[config.mk]
export PLATFORM = sky130hd
export DESIGN_NAME = icache_refill_ctrl
export DESIGN_NICKNAME = d
export VERILOG_FILES = /design/src/rtl/icache_refill_ctrl.sv
export SDC_FILE = /design/constraint.sdc
export NUM_CORES = 1
export LEC_CHECK = 0
export ABC_CLOCK_PERIOD_IN_PS = 4340
export CAP_MARGIN = 20
export CELL_PAD_IN_SITES_DETAIL_PLACEMENT = 1
export CELL_PAD_IN_SITES_GLOBAL_PLACEMENT = 1
export CORE_ASPECT_RATIO = 0.7
export CORE_UTILIZATION = 24
export CTS_CLUSTER_SIZE = 8
export DETAILED_ROUTE_END_ITERATION = 6
export PLACE_DENSITY = 0.95
export SLEW_MARGIN = 20
export SYNTH_ARGS = -nofsm -noshare
export SYNTH_HDL_FRONTEND = slang
export SYNTH_SLANG_ARGS = --single-unit
[constraint.sdc]
create_clock -name clk -period 4.34 [get_ports clk]
set_clock_uncertainty 0.15 [all_clocks]
set_input_delay 0.868 -clock clk [delete_from_list [all_inputs] [get_ports clk]]
set_output_delay 0.868 -clock clk [all_outputs]
set_load 0.01 [all_outputs]
[src/rtl/icache_refill_ctrl.sv]
// Instruction-cache line refill controller.
// On a fetch miss it requests the missing line from memory. It streams the
// returned beats into the data array and then installs the tag. A fetch
// redirect during the refill still lets the line be installed, but the
// redirect suppresses the completion pulse to the fetch stage.
module icache_refill_ctrl #(
    parameter int CACHE_WIDTHE = 5,   // log2 of line size in bytes
    parameter int CACHE_DEEPTHE = 6   // log2 of line count
) (
    input  logic                                     clk,
    input  logic                                     rstn,
    input  logic                                     iMissVld,
    input  logic [31:0]                              iMissPc,
    input  logic                                     iFlush,
    output logic                                     oMemReq,
    output logic [31:0]                              oMemAddr,
    input  logic                                     iMemGnt,
    input  logic                                     iMemRdVld,
    input  logic [31:0]                              iMemRdData,
    output logic                                     oWordWe,
    output logic [CACHE_DEEPTHE-1:0]                 oLineIdx,
    output logic [CACHE_WIDTHE-3:0]                  oWordOff,
    output logic [31:0]                              oWordData,
    output logic                                     oTagWe,
    output logic [31-CACHE_WIDTHE-CACHE_DEEPTHE:0]   oTag,
    output logic                                     oValid,
    output logic                                     oFeStall,
    output logic                                     oRefillDone
);

    localparam int OFF_W  = CACHE_WIDTHE - 2;
    localparam int TAG_W  = 32 - CACHE_WIDTHE - CACHE_DEEPTHE;
    localparam int LINE_W = 32 - CACHE_WIDTHE;
    localparam logic [OFF_W-1:0] LAST_OFF = {OFF_W{1'b1}};

    typedef enum logic [1:0] {
        IDLE = 2'd0,
        REQ  = 2'd1,
        FILL = 2'd2,
        DONE = 2'd3
    } state_e;

    state_e              state_q, state_d;
    logic [LINE_W-1:0]   miss_line_q, miss_line_d;  // miss PC without byte-in-line bits
    logic [OFF_W-1:0]    cnt_q, cnt_d;
    logic                flushed_q, flushed_d;

    // The byte offset inside the line never reaches any output.
    logic unused_pc_bits;
    assign unused_pc_bits = ^iMissPc[CACHE_WIDTHE-1:0];

    // Line-derived fields are pure functions of the latched miss address.
    assign oMemAddr = {miss_line_q, {CACHE_WIDTHE{1'b0}}};
    assign oLineIdx = miss_line_q[CACHE_DEEPTHE-1:0];
    assign oTag     = miss_line_q[LINE_W-1 -: TAG_W];
    assign oWordOff = cnt_q;

    // State register plus the refill context (address, beat counter, redirect flag).
    always_ff @(posedge clk or negedge rstn) begin
        if (!rstn) begin
            state_q     <= IDLE;
            miss_line_q <= '0;
            cnt_q       <= '0;
            flushed_q   <= 1'b0;
        end else begin
            // NOTE: non-blocking assignments so every register samples pre-edge values.
            state_q     <= state_d;
            miss_line_q <= miss_line_d;
            cnt_q       <= cnt_d;
            flushed_q   <= flushed_d;
        end
    end

    // Next-state and output decode.
    always_comb begin
        // NOTE: every output and next-state value gets a default first, so no latch is inferred.
        state_d     = state_q;
        miss_line_d = miss_line_q;
        cnt_d       = cnt_q;
        flushed_d   = flushed_q;
        oMemReq     = 1'b0;
        oWordWe     = 1'b0;
        oWordData   = '0;
        oTagWe      = 1'b0;
        oValid      = 1'b0;
        oRefillDone = 1'b0;
        oFeStall    = 1'b1;

        unique case (state_q)
            IDLE: begin
                oFeStall = iMissVld;
                if (iMissVld) begin
                    miss_line_d = iMissPc[31:CACHE_WIDTHE];
                    flushed_d   = 1'b0;
                    state_d     = REQ;
                end
            end

            REQ: begin
                oMemReq = 1'b1;
                if (iMemGnt) begin
                    // Invalidate the victim line as soon as memory commits to the burst.
                    oTagWe  = 1'b1;
                    oValid  = 1'b0;
                    cnt_d   = '0;
                    state_d = FILL;
                    if (iFlush) begin
                        flushed_d = 1'b1;
                    end
                end else if (iFlush) begin
                    state_d = IDLE;
                end
            end

            FILL: begin
                if (iFlush) begin
                    flushed_d = 1'b1;
                end
                if (iMemRdVld) begin
                    oWordWe   = 1'b1;
                    oWordData = iMemRdData;
                    cnt_d     = cnt_q + 1'b1;
                    if (cnt_q == LAST_OFF) begin
                        state_d = DONE;
                    end
                end
            end

            DONE: begin
                oTagWe      = 1'b1;
                oValid      = 1'b1;
                oRefillDone = ~(flushed_q | iFlush);
                state_d     = IDLE;
            end

            default: begin
                state_d = IDLE;
            end
        endcase
    end

endmodule

==> results of run 1 <==
-- where the power goes --
| part | total, mW | switching [mW] | leakage [nW] | internal, mW |
|---|---|---|---|---|
| sequential | 0.586 | 0.128 | 0.395 | 0.458 |
| combinational | 1.28 | 0.487 | 1.18 | 0.797 |
| clock | 0.334 | 0.124 | 0.0696 | 0.210 |
-- registers in the layout, indices dropped and copies added, names as in the netlist, named ones only --
| name | count |
|---|---|
| flushed_q | 1 |
| miss_line_q | 27 |
| oWordOff | 3 |
| state_q | 1 |
-- synth_stat cells --
master / instances / area (µm²)
nand3_1: 4 / 20.0
nand2b_1: 5 / 31.3
nand2_4: 1 / 11.3
o21ai_1: 1 / 5.00
nor2_1: 2 / 7.51
mux2_4: 20 / 300
clkbuf_1: 6 / 22.5
nand4_1: 1 / 6.26
inv_1: 7 / 26.3
o211a_1: 1 / 10.0
dfrtp_1: 33 / 826
a21oi_1: 3 / 15.0
conb_1: 1 / 3.75
and2_1: 1 / 6.26
mux2_2: 7 / 78.8
o21ai_0: 3 / 15.0
and3_1: 32 / 200
ha_1: 8 / 100
buf_4: 32 / 240
o22ai_1: 1 / 6.26
buf_12: 2 / 40.0
o31ai_1: 1 / 7.51
o311a_1: 1 / 10.0
nor3b_1: 1 / 7.51
nand2_1: 1 / 3.75
buf_6: 1 / 11.3
-- layout make-up --
| cell class | count | area, µm² |
|---|---|---|
| Tap cell | 101 | 126 |
| Sequential cell | 33 | 826 |
| Clock inverter | 3 | 17.5 |
| Timing Repair Buffer | 161 | 1600 |
| Inverter | 7 | 26.3 |
| Multi-Input combinational cell | 99 | 861 |
| Clock buffer | 5 | 125 |
| Fill cell | 876 | 4420 |
-- layer usage --
metal  vias up  global-route usage  share of wire
met1       860               0.182           0.42
met5         -                   0              0
met2        51               0.290           0.53
met3         6              0.0270          0.037
met4         0              0.0297          0.010
li1        826                   -              -
-- kinds of logic (layout without fill, tap and decap cells) --
logic type / after synthesis / after routing / synth area share
DFF: 33 / 33 / 0.410
and+or+nand+nor: 48 / 48 / 0.146
buffers and inverters: 48 / 176 / 0.169
adders and majority gates: 8 / 8 / 0.0498
muxes: 27 / 27 / 0.188
AOI/OAI and AO/OA: 11 / 11 / 0.0342
other: 1 / 5 / 0.00186
-- how the worst min path moves through the flow --
stage                          from              end  cells past startpoint  slack (ps)
floorplan                 flushed_q        flushed_q                      2         340
global placement          flushed_q        flushed_q                      2         360
detailed placement   miss_line_q[8]   miss_line_q[8]                      1         370
CTS                 miss_line_q[20]  miss_line_q[20]                      1         390
global route         miss_line_q[9]   miss_line_q[9]                      1         400
finish              miss_line_q[20]  miss_line_q[20]                      1         380
==> flow_summary.html, run 1 <==
<table>
<tr><th>Metric</th><th>Value</th></tr>
<tr><th colspan="2">Floorplanning</th></tr>
<tr><td>DIE AREA</td><td>about 9000 µm²</td></tr>
<tr><td>Die width</td><td>~110 µm</td></tr>
<tr><td>Top Ports</td><td>between 150 and 200</td></tr>
<tr><td>Effective utilization at floorplan</td><td>0.251</td></tr>
<tr><td>Core box area</td><td>8010 µm²</td></tr>
<tr><td>Die Height</td><td>78.6 µm</td></tr>
<tr><td>Cell Rows</td><td>27</td></tr>
<tr><th colspan="2">Placed design</th></tr>
<tr><td>Number of instances in the placed design</td><td>401</td></tr>
<tr><td>Detailed placer's ending HPWL</td><td>5.37 mm</td></tr>
<tr><td>Placement-stage worst setup slack</td><td>approximately 930 ps</td></tr>
<tr><td>Area after DPL</td><td>3440 µm²</td></tr>
<tr><td>Gpl congestion</td><td>around 0.77</td></tr>
<tr><td>Count of buffers from port buffering</td><td>159</td></tr>
<tr><th colspan="2">Clock tree</th></tr>
<tr><td>Buffers inserted by post-CTS timing repair</td><td>0</td></tr>
<tr><td>Clock Root Buffer</td><td>clkbuf_16</td></tr>
<tr><td>Number of sinks driven by the clock tree</td><td>33</td></tr>
<tr><td>Clock transition time at the flip-flop clock pins of the worst setup and hold paths</td><td>approximately 50 ps</td></tr>
<tr><td>Insertion delay to the later sink of the worst-skew pair</td><td>270 ps</td></tr>
<tr><td>Total clock buffers created by CTS</td><td>5</td></tr>
<tr><td>H-Tree Level Count</td><td>2</td></tr>
<tr><td>Clock tree buffer depth</td><td>2</td></tr>
<tr><td>Quantity of gates resized following cts</td><td>0</td></tr>
<tr><td>Clock tree from TritonCTS</td><td>yes</td></tr>
<tr><td>Post-cts hold buffer count</td><td>0</td></tr>
<tr><th colspan="2">Critical path</th></tr>
<tr><td>Cell type group with the largest total delay on the critical path</td><td>buffers and inverters</td></tr>
<tr><td>Max incr delay on CP</td><td>730 ps</td></tr>
<tr><td>Peak fanout along the critical path</td><td>30</td></tr>
<tr><td>Register-to-register setup slack</td><td>approximately 2100 ps</td></tr>
<tr><td>Number of buffers and inverters on the critical path</td><td>3</td></tr>
<tr><td>Data arrival, critical path</td><td>2630 ps</td></tr>
<tr><td>Crit-path cells</td><td>inv_1, ha_1, buf_4, and3_1, clkdlybuf4s50_1</td></tr>
<tr><td>Worst-path cell with the longest stage delay</td><td>ha_1</td></tr>
<tr><td>Setup crit end kind</td><td>primary output</td></tr>
<tr><td>Source of the worst register-to-register timing path</td><td>state_q[0]</td></tr>
<tr><td>Timing startpoint of the critical path</td><td>state_q[0]</td></tr>
<tr><td>Category of the worst setup path launch point</td><td>flip-flop</td></tr>
<tr><td>Critical path endpoint</td><td>oWordData[8]</td></tr>
<tr><td>FF-to-FF path depth</td><td>7</td></tr>
<tr><td>Path length in cells of the critical path</td><td>5</td></tr>
<tr><td>Critical path class</td><td>reg -&gt; out</td></tr>
<tr><td>Required arrival time at the worst endpoint</td><td>around 3300 ps</td></tr>
<tr><th colspan="2">Finish</th></tr>
<tr><td>Number of nets at the end of the flow</td><td>385</td></tr>
<tr><td>Proportion of layout cells with a drive suffix above 1</td><td>0.127</td></tr>
<tr><td>Count of non-filler cells in the finished layout</td><td>409</td></tr>
<tr><td>Final cell area excluding filler cells</td><td>3580 µm²</td></tr>
<tr><td>Final core utilization</td><td>0.448</td></tr>
<tr><td>Relative area change from synthesis to final layout</td><td>78.1%</td></tr>
<tr><td>Most used cells in the layout excluding fill and tap cells</td><td>clkdlybuf4s50_1 (158), dfrtp_1 (33), and3_1 (32)</td></tr>
<tr><td>Ant. Diodes</td><td>0</td></tr>
<tr><td>Leading cell type in the layout, fill and taps excluded</td><td>clkdlybuf4s50_1</td></tr>
<tr><th colspan="2">Timing</th></tr>
<tr><td>Final setup margin</td><td>691 ps</td></tr>
<tr><td>Worst hold slack</td><td>383 ps</td></tr>
<tr><td>Highest clock rate</td><td>274 MHz</td></tr>
<tr><td>Min Clock Period, post-route</td><td>~3600 ps</td></tr>
<tr><td>Number of failing setup endpoints in the final timing report</td><td>0</td></tr>
<tr><td>Final Hold Viols</td><td>0</td></tr>
<tr><td>RSZ-0062 raised after global routing</td><td>false</td></tr>
<tr><td>Headroom to the max-slew limit</td><td>0.438</td></tr>
<tr><td>Final slew viol count</td><td>0</td></tr>
<tr><td>Final period utilization</td><td>0.841</td></tr>
<tr><td>Slew of the pin with the lowest slew margin</td><td>between 800 and 900 ps</td></tr>
<tr><td>Aggregate negative setup slack</td><td>0 ps</td></tr>
<tr><th colspan="2">Synthesis</th></tr>
<tr><td>Warnings, synthesis</td><td>0</td></tr>
<tr><td>Synthesized instance count</td><td>176</td></tr>
<tr><td>Portion of the post-synthesis area used by sequential elements</td><td>0.410</td></tr>
<tr><td>Post-synthesis cell type count</td><td>26</td></tr>
<tr><td>Synthesized area per cell</td><td>11.4 µm²</td></tr>
<tr><td>Cell area after synthesis</td><td>slightly above 2000 µm²</td></tr>
<tr><td>Register bit count reported by yosys</td><td>33</td></tr>
<tr><th colspan="2">Flow run</th></tr>
<tr><td>Max capacitance violation total</td><td>0</td></tr>
<tr><th colspan="2">Power and ir drop</th></tr>
<tr><td>Lkg Pwr</td><td>1.65 nW</td></tr>
<tr><td>Worst supply voltage drop on vdd</td><td>0.000288 V</td></tr>
<tr><td>Cell Pwr Density</td><td>615 nW/µm²</td></tr>
<tr><td>Overall power consumption</td><td>2.20 mW</td></tr>
<tr><th colspan="2">Global routing</th></tr>
<tr><td>Global-route wire length before repair</td><td>10.5 mm</td></tr>
<tr><td>Number of antenna violations at the first check in global routing</td><td>0</td></tr>
<tr><td>Overall routing resource usage</td><td>0.153</td></tr>
<tr><td>Maximum number of pins on one net before global-route repair</td><td>35</td></tr>
<tr><td>Via count of the first global-routing pass</td><td>1946</td></tr>
<tr><td>Congestion Overflow GR</td><td>0</td></tr>
<tr><th colspan="2">Drt</th></tr>
<tr><td>Number of nets with antenna violations after routing</td><td>0</td></tr>
<tr><td>Wire length reported by the detailed router</td><td>approximately 6.8 mm</td></tr>
<tr><td>Via count of the routed design</td><td>between 1500 and 2000</td></tr>
<tr><td>Number of violations reported at the end of detailed-routing iteration 0</td><td>46</td></tr>
<tr><td>Via count normalized by instance count</td><td>around 4.3</td></tr>
<tr><td>Wirelength per Cell</td><td>approximately 17 µm</td></tr>
<tr><td>Residual DRC</td><td>4</td></tr>
<tr><td>Pre-Repair DR Iteration Count</td><td>7</td></tr>
<tr><th colspan="2">Worst hold path</th></tr>
<tr><td>Class of the most critical hold timing path</td><td>reg -&gt; reg</td></tr>
<tr><th colspan="2">Outcome</th></tr>
<tr><td>Failing checks</td><td>DRC</td></tr>
<tr><td>Result of the run</td><td>finished, violations left</td></tr>
</table>
No activity file was read; power rests on OpenSTA's default activity.
==> inputs of run 2 (changes only) <==
ABC_CLOCK_PERIOD_IN_PS = 3600   (was 4340)
CORE_UTILIZATION = 22   (was 24)
PLACE_DENSITY = 0.89   (was 0.95)
clock period = 3.6 ns   (was 4.34 ns; I/O delays follow)
==> run 2 against run 1 <==
Against the previous run: the run now ends clean; global-route usage shrank 1.4 points; sequential power grew 20%; non-clock buffer count is the same; combinational power grew 21%; flip-flop and latch count is the same; largest power group unchanged.
==> flow_summary.html, run 2 (synthesis gave the netlist of run 1 again) <==
<table>
<tr><th>Metric</th><th>Value</th></tr>
<tr><th colspan="2">Drt</th></tr>
<tr><td>Via count of the routed design</td><td>1761</td></tr>
<tr><td>Wire length reported by the detailed router</td><td>6.71 mm</td></tr>
<tr><td>Number of violations reported at the end of detailed-routing iteration 0</td><td>47</td></tr>
<tr><td>Wirelength per Cell</td><td>15.7 µm</td></tr>
<tr><td>Pre-Repair DR Iteration Count</td><td>4</td></tr>
<tr><td>Number of nets with antenna violations after routing</td><td>0</td></tr>
<tr><td>Residual DRC</td><td>0</td></tr>
<tr><td>Via count normalized by instance count</td><td>~4.1</td></tr>
<tr><th colspan="2">Power and ir drop</th></tr>
<tr><td>Clock share of power</td><td>0.183</td></tr>
<tr><td>Switching share of power</td><td>0.327</td></tr>
<tr><td>Int Power</td><td>roughly 1.9 mW</td></tr>
<tr><td>Fraction of power consumed by combinational cells</td><td>0.562</td></tr>
<tr><td>Sequential Power Share</td><td>0.255</td></tr>
<tr><td>Switch Pwr</td><td>0.902 mW</td></tr>
<tr><td>Worst supply voltage drop on vdd</td><td>about 0.00032 V</td></tr>
<tr><td>Cell Pwr Density</td><td>between 700 and 800 nW/µm²</td></tr>
<tr><td>Overall power consumption</td><td>2.76 mW</td></tr>
<tr><td>Lkg Pwr</td><td>approximately 1.7 nW</td></tr>
<tr><th colspan="2">Floorplanning</th></tr>
<tr><td>Core box area</td><td>between 8000 and 9000 µm²</td></tr>
<tr><td>Cell Rows</td><td>28</td></tr>
<tr><td>Effective utilization at floorplan</td><td>0.233</td></tr>
<tr><td>Top Ports</td><td>170</td></tr>
<tr><td>Die width</td><td>116 µm</td></tr>
<tr><td>Die Height</td><td>82.0 µm</td></tr>
<tr><td>DIE AREA</td><td>9540 µm²</td></tr>
<tr><th colspan="2">Clock tree</th></tr>
<tr><td>Clock tree from TritonCTS</td><td>yes</td></tr>
<tr><td>Clock transition time at the flip-flop clock pins of the worst setup and hold paths</td><td>50 ps</td></tr>
<tr><td>Total clock buffers created by CTS</td><td>5</td></tr>
<tr><td>Number of sinks driven by the clock tree</td><td>33</td></tr>
<tr><td>Clock tree buffer depth</td><td>2</td></tr>
<tr><td>Insertion delay to the later sink of the worst-skew pair</td><td>280 ps</td></tr>
<tr><td>Buffers inserted by post-CTS timing repair</td><td>0</td></tr>
<tr><td>H-Tree Level Count</td><td>2</td></tr>
<tr><td>Quantity of gates resized following cts</td><td>0</td></tr>
<tr><td>Post-cts hold buffer count</td><td>0</td></tr>
<tr><td>Clock Root Buffer</td><td>clkbuf_16</td></tr>
<tr><th colspan="2">Finish</th></tr>
<tr><td>Top reg by flops</td><td>miss_line_q</td></tr>
<tr><td>Number of nets at the end of the flow</td><td>around 390</td></tr>
<tr><td>Relative area change from synthesis to final layout</td><td>80.8%</td></tr>
<tr><td>Leading cell type in the layout, fill and taps excluded</td><td>clkdlybuf4s50_1</td></tr>
<tr><td>Ant. Diodes</td><td>0</td></tr>
<tr><td>Proportion of layout cells with a drive suffix above 1</td><td>0.123</td></tr>
<tr><td>Most used cells in the layout excluding fill and tap cells</td><td>clkdlybuf4s50_1 (158), dfrtp_1 (33), and3_1 (32)</td></tr>
<tr><td>Count of non-filler cells in the finished layout</td><td>428</td></tr>
<tr><td>Flip-flop count of the largest register, all copies and words added</td><td>27</td></tr>
<tr><th colspan="2">Timing</th></tr>
<tr><td>Min Clock Period, post-route</td><td>3280 ps</td></tr>
<tr><td>Slew of the pin with the lowest slew margin</td><td>768 ps</td></tr>
<tr><td>Final period utilization</td><td>0.911</td></tr>
<tr><td>Worst hold slack</td><td>approximately 370 ps</td></tr>
<tr><td>Number of failing setup endpoints in the final timing report</td><td>0</td></tr>
<tr><td>Highest clock rate</td><td>305 MHz</td></tr>
<tr><td>Headroom to the max-slew limit</td><td>0.488</td></tr>
<tr><td>RSZ-0062 raised after global routing</td><td>false</td></tr>
<tr><td>Final Hold Viols</td><td>0</td></tr>
<tr><td>Final slew viol count</td><td>0</td></tr>
<tr><td>Aggregate negative setup slack</td><td>0 ps</td></tr>
<tr><th colspan="2">Critical path</th></tr>
<tr><td>Cell seen most often among critical-path stages</td><td>clkdlybuf4s50_1</td></tr>
<tr><td>Required arrival time at the worst endpoint</td><td>2730 ps</td></tr>
<tr><td>Peak fanout along the critical path</td><td>23</td></tr>
<tr><td>Worst-path cell with the longest stage delay</td><td>clkdlybuf4s50_1</td></tr>
<tr><td>Setup crit end kind</td><td>primary output</td></tr>
<tr><td>Data arrival, critical path</td><td>around 2400 ps</td></tr>
<tr><td>Category of the worst setup path launch point</td><td>input pin</td></tr>
<tr><td>Critical path class</td><td>in -&gt; out</td></tr>
<tr><td>Max incr delay on CP</td><td>approximately 650 ps</td></tr>
<tr><td>Crit-path cells</td><td>clkdlybuf4s50_1, buf_4, and3_1, clkdlybuf4s50_1</td></tr>
<tr><td>Source of the worst register-to-register timing path</td><td>state_q[0]</td></tr>
<tr><td>Timing startpoint of the critical path</td><td>iMemRdVld</td></tr>
<tr><th colspan="2">Placed design</th></tr>
<tr><td>Detailed placer's ending HPWL</td><td>5.29 mm</td></tr>
<tr><td>Gpl congestion</td><td>0.721</td></tr>
<tr><td>Number of instances in the placed design</td><td>420</td></tr>
<tr><td>Count of buffers from port buffering</td><td>about 160</td></tr>
<tr><th colspan="2">Global routing</th></tr>
<tr><td>Maximum number of pins on one net before global-route repair</td><td>37</td></tr>
<tr><td>Number of antenna violations at the first check in global routing</td><td>0</td></tr>
<tr><td>Via count of the first global-routing pass</td><td>around 1900</td></tr>
<tr><td>Congestion Overflow GR</td><td>0</td></tr>
<tr><td>Global-route wire length before repair</td><td>9.92 mm</td></tr>
<tr><td>Overall routing resource usage</td><td>0.140</td></tr>
<tr><th colspan="2">Worst hold path</th></tr>
<tr><td>Class of the most critical hold timing path</td><td>in -&gt; async</td></tr>
<tr><th colspan="2">Outcome</th></tr>
<tr><td>Result of the run</td><td>finished clean</td></tr>
<tr><th colspan="2">Flow run</th></tr>
<tr><td>Max capacitance violation total</td><td>0</td></tr>
</table>
run 2: cell count changes in the layout (fill, tap and decap cells not counted):
cell,before,now
clkbuf_1,0,1
buf_2,0,1
clkbuf_8,0,1
clkinv_2,2,0
bufinv_16,0,1
clkbuf_2,1,0
clkinvlp_4,1,0
run 2: path summary, 6_finish.rpt:
kind                       cells after the start         endpoint  slack, ps
min in group clk                               1   miss_line_q[5]        390
hold reg to reg                                1   miss_line_q[5]        390
max in group asynchronous                      1  miss_line_q[10]       2440
setup reg to reg                               4  miss_line_q[12]       1680
hold / removal                                 1  miss_line_q[26]        370
setup / recovery                               4     oWordData[7]        320
run 2: worst max-delay path, delay by kind of cell:
family	cells	cell delay [ps]
buf+inv	3	1490
simple gates	1	190
run 2: through the flow:
step | utilization | setup WS (ps) | area [µm²]
6_report | 0.420 | 319 | 3640
5_1_grt | 0.420 | 206 | 3640
4_1_cts | 0.420 | 330 | 3640
3_5_place_dp | 0.400 | 338 | 3460
3_3_place_gp | 0.400 | 389 | 3460
2_1_floorplan | - | 1500 | 2030
run 2: power groups by stage:
| stage | registers (mW) | clock network, mW | logic (mW) |
|---|---|---|---|
| after floorplan | 0.757 | 0 | 0.832 |
| final | 0.705 | 0.504 | 1.55 |
| after detailed placement | 0.710 | 0 | 1.57 |
| after global routing | 0.734 | 0.539 | 1.66 |
| after global placement | 0.696 | 0 | 1.52 |
| after CTS | 0.711 | 0.520 | 1.58 |
run 2: area by class of cell:
type / count / area, µm²
Clock buffer: 7 / 143
Clock inverter: 1 / 30.0
Fill cell: 989 / 5020
Inverter: 7 / 26.3
Multi-Input combinational cell: 99 / 861
Sequential cell: 33 / 826
Tap cell: 120 / 150
Timing Repair Buffer: 161 / 1600
run 2: metal layers:
metal | vias up | part of all wire | track usage
met5 | - | 0 | 0
met1 | 865 | 0.41 | 0.164
met2 | 61 | 0.52 | 0.241
met4 | 0 | 0.013 | 0.0410
met3 | 10 | 0.062 | 0.0487
li1 | 825 | - | -
==> inputs of run 3 (changes only) <==
CORE_MARGIN = 2   (was default)
==> run 3 against run 2 <==
Against the previous run: power is 3.0% lower; clock power fell by 19%; non-clock buffer count rose by 1; core utilization fell by 1.4 points; register-to-register slack worse by 90 ps; clock-buffer cell count shrank 2; flip-flop and latch count unchanged; global-route usage is 0.87 points lower; via count increased by 0.28%.
==> flow_summary.html, run 3 (synthesis gave the netlist of run 1 again) <==
<table>
<tr><th>Metric</th><th>Value</th></tr>
<tr><th colspan="2">Drt</th></tr>
<tr><td>Residual DRC</td><td>0</td></tr>
<tr><td>Number of violations reported at the end of detailed-routing iteration 0</td><td>roughly 60</td></tr>
<tr><td>Number of nets with antenna violations after routing</td><td>0</td></tr>
<tr><td>Wirelength per Cell</td><td>15.6 µm</td></tr>
<tr><td>Via count of the routed design</td><td>1766</td></tr>
<tr><td>Pre-Repair DR Iteration Count</td><td>4</td></tr>
<tr><td>Wire length reported by the detailed router</td><td>6.75 mm</td></tr>
<tr><td>Via count normalized by instance count</td><td>4.08</td></tr>
<tr><th colspan="2">Floorplanning</th></tr>
<tr><td>Die Height</td><td>84.0 µm</td></tr>
<tr><td>Effective utilization at floorplan</td><td>0.224</td></tr>
<tr><td>Top Ports</td><td>170</td></tr>
<tr><td>Cell Rows</td><td>29</td></tr>
<tr><td>Die width</td><td>118 µm</td></tr>
<tr><td>Core box area</td><td>8960 µm²</td></tr>
<tr><td>DIE AREA</td><td>slightly below 10000 µm²</td></tr>
<tr><th colspan="2">Critical path</th></tr>
<tr><td>Required arrival time at the worst endpoint</td><td>approximately 2700 ps</td></tr>
<tr><td>Category of the worst setup path launch point</td><td>flip-flop</td></tr>
<tr><td>Worst-path cell with the longest stage delay</td><td>clkdlybuf4s50_1</td></tr>
<tr><td>Number of buffers and inverters on the critical path</td><td>3</td></tr>
<tr><td>Peak fanout along the critical path</td><td>23</td></tr>
<tr><td>Path length in cells of the critical path</td><td>5</td></tr>
<tr><td>Crit-path cells</td><td>inv_1, ha_1, buf_12, and3_1, clkdlybuf4s50_1</td></tr>
<tr><td>Setup crit end kind</td><td>primary output</td></tr>
<tr><td>FF-to-FF path depth</td><td>6</td></tr>
<tr><td>Max incr delay on CP</td><td>roughly 550 ps</td></tr>
<tr><td>Cell type group with the largest total delay on the critical path</td><td>buffers and inverters</td></tr>
<tr><td>Critical path class</td><td>reg -&gt; out</td></tr>
<tr><td>Data arrival, critical path</td><td>about 2300 ps</td></tr>
<tr><th colspan="2">Finish</th></tr>
<tr><td>Sequential standard cell area</td><td>826 µm²</td></tr>
<tr><td>Flip-flop count of the largest register, all copies and words added</td><td>27</td></tr>
<tr><td>Total area of multi-input combinational cells</td><td>861 µm²</td></tr>
<tr><td>Leading cell type in the layout, fill and taps excluded</td><td>clkdlybuf4s50_1</td></tr>
<tr><td>Final core utilization</td><td>0.406</td></tr>
<tr><td>Filler cell count</td><td>997</td></tr>
<tr><td>Relative area change from synthesis to final layout</td><td>80.8%</td></tr>
<tr><td>Proportion of layout cells with a drive suffix above 1</td><td>0.126</td></tr>
<tr><td>Ant. Diodes</td><td>0</td></tr>
<tr><td>Number of nets at the end of the flow</td><td>386</td></tr>
<tr><td>Top reg by flops</td><td>miss_line_q</td></tr>
<tr><td>Most used cells in the layout excluding fill and tap cells</td><td>clkdlybuf4s50_1 (159), dfrtp_1 (33), and3_1 (32)</td></tr>
<tr><th colspan="2">Placed design</th></tr>
<tr><td>Detailed placer's ending HPWL</td><td>approximately 5.4 mm</td></tr>
<tr><td>Gpl congestion</td><td>roughly 0.8</td></tr>
<tr><td>Count of buffers from port buffering</td><td>159</td></tr>
<tr><th colspan="2">Timing</th></tr>
<tr><td>Final slew viol count</td><td>0</td></tr>
<tr><td>Highest clock rate</td><td>320 MHz</td></tr>
<tr><td>Aggregate negative setup slack</td><td>0 ps</td></tr>
<tr><td>Number of failing setup endpoints in the final timing report</td><td>0</td></tr>
<tr><td>RSZ-0062 raised after global routing</td><td>false</td></tr>
<tr><td>Final Hold Viols</td><td>0</td></tr>
<tr><td>Final period utilization</td><td>0.869</td></tr>
<tr><td>Min Clock Period, post-route</td><td>3130 ps</td></tr>
<tr><th colspan="2">Clock tree</th></tr>
<tr><td>Clock tree from TritonCTS</td><td>yes</td></tr>
<tr><td>Number of sinks driven by the clock tree</td><td>33</td></tr>
<tr><td>Clock Root Buffer</td><td>clkbuf_16</td></tr>
<tr><td>Post-cts hold buffer count</td><td>0</td></tr>
<tr><td>Buffers inserted by post-CTS timing repair</td><td>0</td></tr>
<tr><td>Clock tree buffer depth</td><td>2</td></tr>
<tr><td>Total clock buffers created by CTS</td><td>5</td></tr>
<tr><td>Insertion delay to the later sink of the worst-skew pair</td><td>270 ps</td></tr>
<tr><td>H-Tree Level Count</td><td>2</td></tr>
<tr><td>Clock transition time at the flip-flop clock pins of the worst setup and hold paths</td><td>50 ps</td></tr>
<tr><td>Quantity of gates resized following cts</td><td>0</td></tr>
<tr><th colspan="2">Power and ir drop</th></tr>
<tr><td>Lkg Pwr</td><td>~1.7 nW</td></tr>
<tr><td>Worst supply voltage drop on vdd</td><td>0.000295 V</td></tr>
<tr><td>Overall power consumption</td><td>2.68 mW</td></tr>
<tr><td>Cell Pwr Density</td><td>736 nW/µm²</td></tr>
<tr><th colspan="2">Worst hold path</th></tr>
<tr><td>Hold-critical path depth</td><td>1</td></tr>
<tr><td>Class of the most critical hold timing path</td><td>reg -&gt; reg</td></tr>
<tr><th colspan="2">Global routing</th></tr>
<tr><td>Congestion Overflow GR</td><td>0</td></tr>
<tr><td>Via count of the first global-routing pass</td><td>1904</td></tr>
<tr><td>Maximum number of pins on one net before global-route repair</td><td>35</td></tr>
<tr><td>Number of antenna violations at the first check in global routing</td><td>1</td></tr>
<tr><td>Global-route wire length before repair</td><td>around 10 mm</td></tr>
<tr><td>Overall routing resource usage</td><td>0.131</td></tr>
<tr><th colspan="2">Outcome</th></tr>
<tr><td>Result of the run</td><td>finished clean</td></tr>
<tr><th colspan="2">Flow run</th></tr>
<tr><td>Max capacitance violation total</td><td>0</td></tr>
</table>
==> run 3: cell types whose count changed in the layout (fill, tap and decap cells not counted), sizes merged <==
cell | before | now
clkdlybuf4s50 | 158 | 159
clkinv | 0 | 2
clkbuf | 7 | 5
bufinv | 1 | 0
clkinvlp | 0 | 1
==> run 3: worst paths after layout <==
check / startpoint / endpoint / slack (ps)
setup / recovery: state_q[0] / oWordData[19] / 470
hold / removal: miss_line_q[19] / miss_line_q[19] / 380
setup reg to reg: state_q[0] / flushed_q / 1590
hold reg to reg: miss_line_q[19] / miss_line_q[19] / 380
max in group asynchronous: rstn / miss_line_q[14] / 2280
min in group asynchronous: rstn / miss_line_q[8] / 710
==> run 3: report_power, final <==
group / switching, mW / internal [mW]
Combinational: 0.589 / 0.968
Sequential: 0.161 / 0.552
Clock: 0.155 / 0.253
Total: 0.904 / 1.77
==> run 3: final cells by class <==
cell class	count	share of cell area
inverters	7	0.00722
well taps	124	0.0427
multi-input cells	99	0.237
clock inverters	3	0.00482
flip-flops and latches	33	0.227
repair buffers	162	0.447
clock buffers	5	0.0344
==> run 3: stage by stage <==
step | instance area, µm² | std cells | worst slack, ps | hold slack (ps)
global route | 3640 | 433 | 272 | 410
global placement | 3490 | 425 | 556 | 371
CTS | 3640 | 433 | 447 | 388
floorplan | 2030 | 180 | 1500 | 274
detailed placement | 3490 | 425 | 533 | 371
finish | 3640 | 433 | 470 | 385
==> run 3: layer usage <==
metal,global-route usage,wire [µm]
met1,0.161,2790
met2,0.232,3550
met3,0.0287,309
met4,0.0340,87
met5,0,11
